### config.mk
export PLATFORM = sky130hd
export DESIGN_NAME = sdram_cmd_monitor
export DESIGN_NICKNAME = d
export VERILOG_FILES = /design/src/rtl/sdram_cmd_monitor.sv
export SDC_FILE = /design/constraint.sdc
export NUM_CORES = 1
export LEC_CHECK = 0
export BUFFER_PORTS_ARGS = -buffer_cell sky130_fd_sc_hd__buf_2
export CAP_MARGIN = 15
export CORE_UTILIZATION = 54
export CTS_BUF_LIST = sky130_fd_sc_hd__clkbuf_2 sky130_fd_sc_hd__clkbuf_4 sky130_fd_sc_hd__clkbuf_8
export CTS_CLUSTER_DIAMETER = 80
export DETAILED_ROUTE_END_ITERATION = 8
export GPL_ROUTABILITY_DRIVEN = 0
export GPL_TIMING_DRIVEN = 0
export PLACE_DENSITY = 0.83
export SLEW_MARGIN = 20
export SYNTH_ARGS = -nofsm -noshare
export SYNTH_HDL_FRONTEND = slang
export SYNTH_SLANG_ARGS = --single-unit
### constraint.sdc
create_clock -name sdram_clk -period 6.6 [get_ports sdram_clk]
set_input_delay 0.33 -clock sdram_clk [delete_from_list [all_inputs] [get_ports sdram_clk]]
set_output_delay 0.33 -clock sdram_clk [all_outputs]
set_load 0.005 [all_outputs]
### src/rtl/sdram_cmd_monitor.sv
// Passive SDRAM command-bus monitor: checks power-up init, tRP/tRCD/tRFC,
// refresh interval and read-valid timing; reports sticky flags plus a pulse.
module sdram_cmd_monitor #(
  parameter int NUM_BANKS    = 4,
  parameter int ADDR_W       = 13,
  parameter int INIT_NOP_CYC = 100,
  parameter int INIT_REF_CNT = 2,
  parameter int TRP          = 3,
  parameter int TRCD         = 3,
  parameter int TRFC         = 7,
  parameter int TREFI_MAX    = 1560
) (
  input  logic                         sdram_clk,
  input  logic                         sdram_resetn,
  input  logic                         sdr_cs_n,
  input  logic                         sdr_ras_n,
  input  logic                         sdr_cas_n,
  input  logic                         sdr_we_n,
  input  logic [$clog2(NUM_BANKS)-1:0] sdr_ba,
  input  logic [ADDR_W-1:0]            sdr_addr,
  input  logic                         sdr_rd_valid,
  input  logic                         err_clr_i,
  output logic                         init_done_o,
  output logic [2:0]                   cl_o,
  output logic [3:0]                   bl_o,
  output logic [6:0]                   err_flags_o,
  output logic                         err_pulse_o,
  output logic [15:0]                  refresh_cnt_o
);

  localparam int unsigned NB     = NUM_BANKS;
  localparam int          BA_W   = $clog2(NUM_BANKS);
  localparam int          NOP_W  = $clog2(INIT_NOP_CYC + 1);
  localparam int          REF_W  = $clog2(INIT_REF_CNT + 1);
  localparam int          TRP_W  = $clog2(TRP + 1);
  localparam int          TRCD_W = $clog2(TRCD + 1);
  localparam int          TRFC_W = $clog2(TRFC + 1);
  localparam int          REFI_W = $clog2(TREFI_MAX + 2);
  localparam int          WIN_N  = 15;

  localparam logic [NOP_W-1:0]  NOP_L    = NOP_W'(INIT_NOP_CYC);
  localparam logic [REF_W-1:0]  REF_L    = REF_W'(INIT_REF_CNT);
  localparam logic [TRP_W-1:0]  TRP_L    = TRP_W'(TRP);
  localparam logic [TRCD_W-1:0] TRCD_L   = TRCD_W'(TRCD);
  localparam logic [TRFC_W-1:0] TRFC_L   = TRFC_W'(TRFC);
  localparam logic [REFI_W-1:0] REFI_LIM = REFI_W'(TREFI_MAX + 1);

  typedef enum logic [2:0] {C_NOP, C_ACT, C_RD, C_WR, C_PRE, C_REF, C_LMR, C_BST} cmd_t;
  typedef enum logic [1:0] {S_NOP, S_PRE, S_REF, S_RUN} state_t;

  cmd_t   cmd;
  state_t state_q, state_d;

  logic [NOP_W-1:0]  nop_cnt;
  logic [REF_W-1:0]  ref_cnt;
  logic [TRP_W-1:0]  trp_cnt;
  logic [TRFC_W-1:0] trfc_cnt;
  logic [TRCD_W-1:0] trcd_cnt [NUM_BANKS];
  logic [REFI_W-1:0] refi_cnt;
  logic [WIN_N-1:0]  pend_q, pend_vec, win_mask, hi_mask;

  logic       init_err, lmr_take, run_entry, rd_exp;
  logic       trp_err, trcd_err, trfc_err, refi_err, cl_err, rdv_err;
  logic [6:0] new_err;
  logic       a10;
  logic       unused_addr;

  assign a10         = sdr_addr[10];
  assign unused_addr = ^sdr_addr;

  always_comb begin
    cmd = C_NOP;
    if (!sdr_cs_n) begin
      case ({sdr_ras_n, sdr_cas_n, sdr_we_n})
        3'b011:  cmd = C_ACT;
        3'b101:  cmd = C_RD;
        3'b100:  cmd = C_WR;
        3'b010:  cmd = C_PRE;
        3'b001:  cmd = C_REF;
        3'b000:  cmd = C_LMR;
        3'b110:  cmd = C_BST;
        default: cmd = C_NOP;
      endcase
    end
  end

  always_ff @(posedge sdram_clk) begin
    if (!sdram_resetn) state_q <= S_NOP;
    else               state_q <= state_d;
  end

  always_comb begin
    state_d   = state_q;
    init_err  = 1'b0;
    lmr_take  = 1'b0;
    run_entry = 1'b0;
    case (state_q)
      S_NOP: begin
        if (cmd != C_NOP)                  init_err = 1'b1;
        else if (nop_cnt >= NOP_L - 1'b1)  state_d  = S_PRE;
      end
      S_PRE: begin
        if (cmd == C_PRE && a10) state_d  = S_REF;
        else if (cmd != C_NOP)   init_err = 1'b1;
      end
      S_REF: begin
        if (cmd == C_LMR) begin
          if (ref_cnt >= REF_L) begin
            state_d   = S_RUN;
            lmr_take  = 1'b1;
            run_entry = 1'b1;
          end else begin
            init_err = 1'b1;
          end
        end else if (cmd != C_NOP && cmd != C_REF) begin
          init_err = 1'b1;
        end
      end
      S_RUN: lmr_take = (cmd == C_LMR);
      default: state_d = S_NOP;
    endcase
  end

  assign init_done_o = (state_q == S_RUN);

  // Expected-valid vector indexed by offset from the current edge: a READ
  // overwrites everything from its own CL onward, BURST TERM just clears it.
  always_comb begin
    for (int unsigned j = 0; j < WIN_N; j++) begin
      hi_mask[j]  = (j >= 32'(cl_o));
      win_mask[j] = (j >= 32'(cl_o)) && (j < 32'(cl_o) + 32'(bl_o));
    end
    pend_vec = pend_q;
    if (state_q == S_RUN) begin
      if (cmd == C_RD)       pend_vec = (pend_q & ~hi_mask) | win_mask;
      else if (cmd == C_BST) pend_vec = pend_q & ~hi_mask;
    end
    rd_exp = pend_vec[0];
  end

  always_comb begin
    trp_err  = (cmd == C_ACT || cmd == C_REF) && (trp_cnt < TRP_L);
    trcd_err = (cmd == C_RD || cmd == C_WR) && (trcd_cnt[sdr_ba] < TRCD_L);
    trfc_err = (cmd != C_NOP) && (trfc_cnt < TRFC_L);
    refi_err = (state_q == S_RUN) && (cmd != C_REF) && (refi_cnt == REFI_LIM - 1'b1);
    cl_err   = lmr_take && !(sdr_addr[6:4] == 3'd2 || sdr_addr[6:4] == 3'd3);
    rdv_err  = (state_q == S_RUN) && (sdr_rd_valid != rd_exp);
    new_err  = {rdv_err, cl_err, refi_err, trfc_err, trcd_err, trp_err, init_err};
  end

  always_ff @(posedge sdram_clk) begin
    if (!sdram_resetn) begin
      nop_cnt       <= '0;
      ref_cnt       <= '0;
      trp_cnt       <= TRP_L;
      trfc_cnt      <= TRFC_L;
      for (int unsigned b = 0; b < NB; b++) trcd_cnt[b] <= TRCD_L;
      refi_cnt      <= REFI_LIM;
      pend_q        <= '0;
      cl_o          <= 3'd3;
      bl_o          <= 4'd1;
      err_flags_o   <= '0;
      err_pulse_o   <= 1'b0;
      refresh_cnt_o <= '0;
    end else begin
      if (state_q == S_NOP) nop_cnt <= (cmd == C_NOP) ? nop_cnt + 1'b1 : '0;
      if (state_q == S_REF && cmd == C_REF && ref_cnt < REF_L) ref_cnt <= ref_cnt + 1'b1;

      if (cmd == C_PRE)         trp_cnt <= TRP_W'(1);
      else if (trp_cnt < TRP_L) trp_cnt <= trp_cnt + 1'b1;

      if (cmd == C_REF)           trfc_cnt <= TRFC_W'(1);
      else if (trfc_cnt < TRFC_L) trfc_cnt <= trfc_cnt + 1'b1;

      for (int unsigned b = 0; b < NB; b++) begin
        if (cmd == C_ACT && sdr_ba == BA_W'(b)) trcd_cnt[b] <= TRCD_W'(1);
        else if (trcd_cnt[b] < TRCD_L)          trcd_cnt[b] <= trcd_cnt[b] + 1'b1;
      end

      if (run_entry) refi_cnt <= '0;
      else if (state_q == S_RUN) begin
        if (cmd == C_REF)               refi_cnt <= '0;
        else if (refi_cnt != REFI_LIM)  refi_cnt <= refi_cnt + 1'b1;
      end

      pend_q <= {1'b0, pend_vec[WIN_N-1:1]};

      if (lmr_take) begin
        cl_o <= sdr_addr[6:4];
        case (sdr_addr[2:0])
          3'd1:    bl_o <= 4'd2;
          3'd2:    bl_o <= 4'd4;
          3'd3:    bl_o <= 4'd8;
          default: bl_o <= 4'd1;
        endcase
      end

      err_flags_o <= (err_clr_i ? 7'd0 : err_flags_o) | new_err;
      err_pulse_o <= |new_err;

      if (cmd == C_REF && refresh_cnt_o != 16'hFFFF) refresh_cnt_o <= refresh_cnt_o + 16'd1;
    end
  end

endmodule

==> impl_metrics.tcl <==
set metrics [dict create \
    fin_crit_ns 2.67 \
    rsz0062_at_grt "no" \
    cp_data_required_time_ns 6.83 \
    syn-instance-count 478 \
    h-tree-depth 3 \
    synthFlopType "dfxtp_1" \
    cp_top_family "simple AND/OR/NAND/NOR gates" \
    syn_to_final_growth_pct 13.3 \
    dieArea_um2 8200 \
    grt_pass1_wl_um 17400 \
    hold_path.class "in -> reg" \
    die_w_um 90.6 \
    r2r_slack_ns 3.93 \
    vias_per_cell 5.97 \
    use_met3_pct 4.71 \
    syn-cell-area_um2 4240 \
    syn_nets 523 \
    core-area_um2 7410 \
    clkSinkCount 80 \
    synth_seq_cells 80 \
    drtPass1Iterations 5 \
    reg2reg_depth 7 \
    cellPowerDensity_nw_per_um2 228 \
    cp-start-kind "flop" \
    crit_fanout 8 \
    yosys_warnings 0 \
    min_to "err_flags_o[6]$_SDFF_PN0_" \
    hold_depth 2 \
    setup-violations-final 0 \
    avgSynthCellArea_um2 8.86 \
    cts_resized 0 \
    critPathKind "reg -> reg" \
    synth_cell_types 60 \
    hold_start "err_clr_i" \
    irDropWorstVdd_mv 0.119 \
    cpMaxStageDelayCell "nor4_1" \
    fillers 632 \
    fmax_ghz 0.374 \
    r2r_end "pend_q[10]$_SDFF_PN0_" \
    grt_start_max_net_pins 15 \
    clock_latency_ns 0.36 \
    async_flop_share_pct 0 \
    die_y_um 90.6 \
    synth_edf_count 8 \
    cts.clk_slew.worst_paths_ns 0.08 \
    drc_errors 0 \
    routedWlPerCell_um 16.2 \
    power_leakage_uw 0.00186 \
    crit_start "state_q[0]$_SDFFE_PN0P_" \
    grt_antenna_before_repair 0 \
    slew_violations 0 \
    status "finished, final reports clean" \
    finalSetupTns_ns 0 \
    crit_path_end_kind "flop" \
    cts_made_buffers 9 \
    start_util_pct 57.2 \
    groute.usage.overall_pct 26.5 \
    rows 31 \
    drive_gt1_share_pct 17.7 \
    wirelength_um 10300 \
    portBuffers 45 \
    first_iter_violations 268 \
    finish.utilization_pct 64.8 \
    hold_violations 0 \
    nets 579 \
    cts_tree "built" \
    pin_count 55 \
    drt.antenna.violating_nets 0 \
    dp_hpwl_um 7230 \
    antenna_cells 0 \
    worstPathCellList "ha_1, clkbuf_1, inv_1, nor4_1, nor2_1, nand2_1, o21ai_0" \
    maxCapViolations 0 \
    cp_slowest_stage_delay_ns 0.80 \
    worstReg2RegStart "state_q[0]$_SDFFE_PN0P_" \
    cp.buffers_inverters 2 \
    clockRootBuffer "clkbuf_8" \
    skew_ns 0.00976 \
    tightest_slew_ns 0.943 \
    grt_pass1_vias 3667 \
    grtUsageMet1_pct 33.2 \
    grt.overflow.total 0 \
    max-slew-margin-rel_pct 36.6 \
    use_met2_pct 43.6 \
    cts_setup_buffers 0 \
    globalRoute.busiestLayer "met2" \
    arrival_ns 2.90 \
    cts_hold_buf 0 \
    clockBufferDepth 2 \
    finalCritPeriodShare_pct 40.5 \
    yosysSeqAreaShare_pct 39.7 \
    route.vias.total 3801 \
]
[where the power goes]
group	switching, µW	leakage (µW)	internal [µW]
clock network	187	0.000107	214
registers	22.6	0.000648	517
logic	88.4	0.00110	67.9
total	298	0.00186	799
[worst reg2reg max path, stage by stage (launching register included)]
cell	delay (ns)
dfxtp_1	0.46
ha_1	0.22
clkbuf_1	0.36
inv_1	0.16
nor4_1	0.80
nor2_1	0.29
nand2_1	0.17
o21ai_0	0.08
[synth_stat cells (all sizes together) (5+ instances only)]
library cell,n,area [µm²]
a2111oi,7,118
a211oi,5,50.1
a31o,6,52.6
nand4b,6,52.6
inv,16,60.1
o211ai,6,45.0
nand2,59,221
xor2,10,87.6
or3,7,43.8
mux2i,6,60.1
buf,10,78.8
o21ai,24,120
nor4,5,61.3
dfxtp,72,1440
nand3,31,168
nand2b,5,31.3
a21oi,27,135
clkbuf,10,37.5
edfxtp,8,240
ha,21,263
nor2,54,203
nand4,15,93.8
and3,6,37.5
xnor2,18,158
[registers in the layout, summed over array words and instances, names as in the netlist]
register,cells
bl_o,4
cl_o,3
err_flags_o,7
err_pulse_o,1
nop_cnt,7
pend_q,14
ref_cnt,2
refi_cnt,11
refresh_cnt_o,16
state_q,2
trcd_cnt,8
trfc_cnt,3
trp_cnt,2
[placed cells by master, fill, tap and decap left out, types with 15 or more instances in the layout]
master   count
a21oi_1     27
buf_2       48
dfxtp_1     72
ha_1        21
inv_1       16
nand2_1     59
nand3_1     30
nand4_1     15
nor2_1      54
o21ai_0     23
xnor2_1     18
[cell type report]
type                    instances  area [µm²]  share of cell area (%)
clock buffers                   9         124                    2.58
inverters                      16        60.1                    1.25
clock inverters                 6        91.3                    1.90
repair buffers                 45         225                    4.69
plain buffers                  20         116                    2.42
flip-flops and latches         80        1680                    35.0
well taps                      99         124                    2.58
multi-input cells             362        2380                    49.5
[worst max path at each step]
stage | end | slack (ns) | depth (start not counted)
after floorplan | err_flags_o[6]$_SDFF_PN0_ | 4.36 | 7
after global placement | err_pulse_o$_SDFF_PN0_ | 4.06 | 7
after detailed placement | pend_q[10]$_SDFF_PN0_ | 4.02 | 7
after CTS | pend_q[10]$_SDFF_PN0_ | 3.99 | 7
after global routing | pend_q[10]$_SDFF_PN0_ | 3.79 | 7
final | pend_q[10]$_SDFF_PN0_ | 3.93 | 7
[per-layer routing]
metal	share of wire (%)	vias up
met5	0	-
met1	43	1811
li1	-	1819
met3	4.9	32
met4	3.0	0
met2	49	139
[through the flow]
| stage | setup slack (ns) | power, µW | cells | hold WS [ns] | cell area [µm²] |
|---|---|---|---|---|---|
| 3_3_place_gp | 4.06 | 689 | 622 | 0.408 | 4590 |
| 4_1_cts | 3.99 | 1090 | 637 | 0.215 | 4800 |
| 6_report | 3.93 | 1100 | 637 | 0.220 | 4800 |
| 3_5_place_dp | 4.02 | 699 | 622 | 0.420 | 4590 |
| 5_1_grt | 3.79 | 1140 | 637 | 0.218 | 4800 |
| 2_1_floorplan | 4.36 | 657 | 478 | 0.400 | 4240 |
[cell families after synthesis]
logic type	Yosys count	synth area share [%]
xor+xnor	28	5.79
mux	6	1.42
simple gates	213	26.6
buf+inv	36	4.16
compound gates	93	15.7
fa+ha+maj	22	6.67
flops	80	39.7
Note: power is estimated with default switching activity, not from simulation.
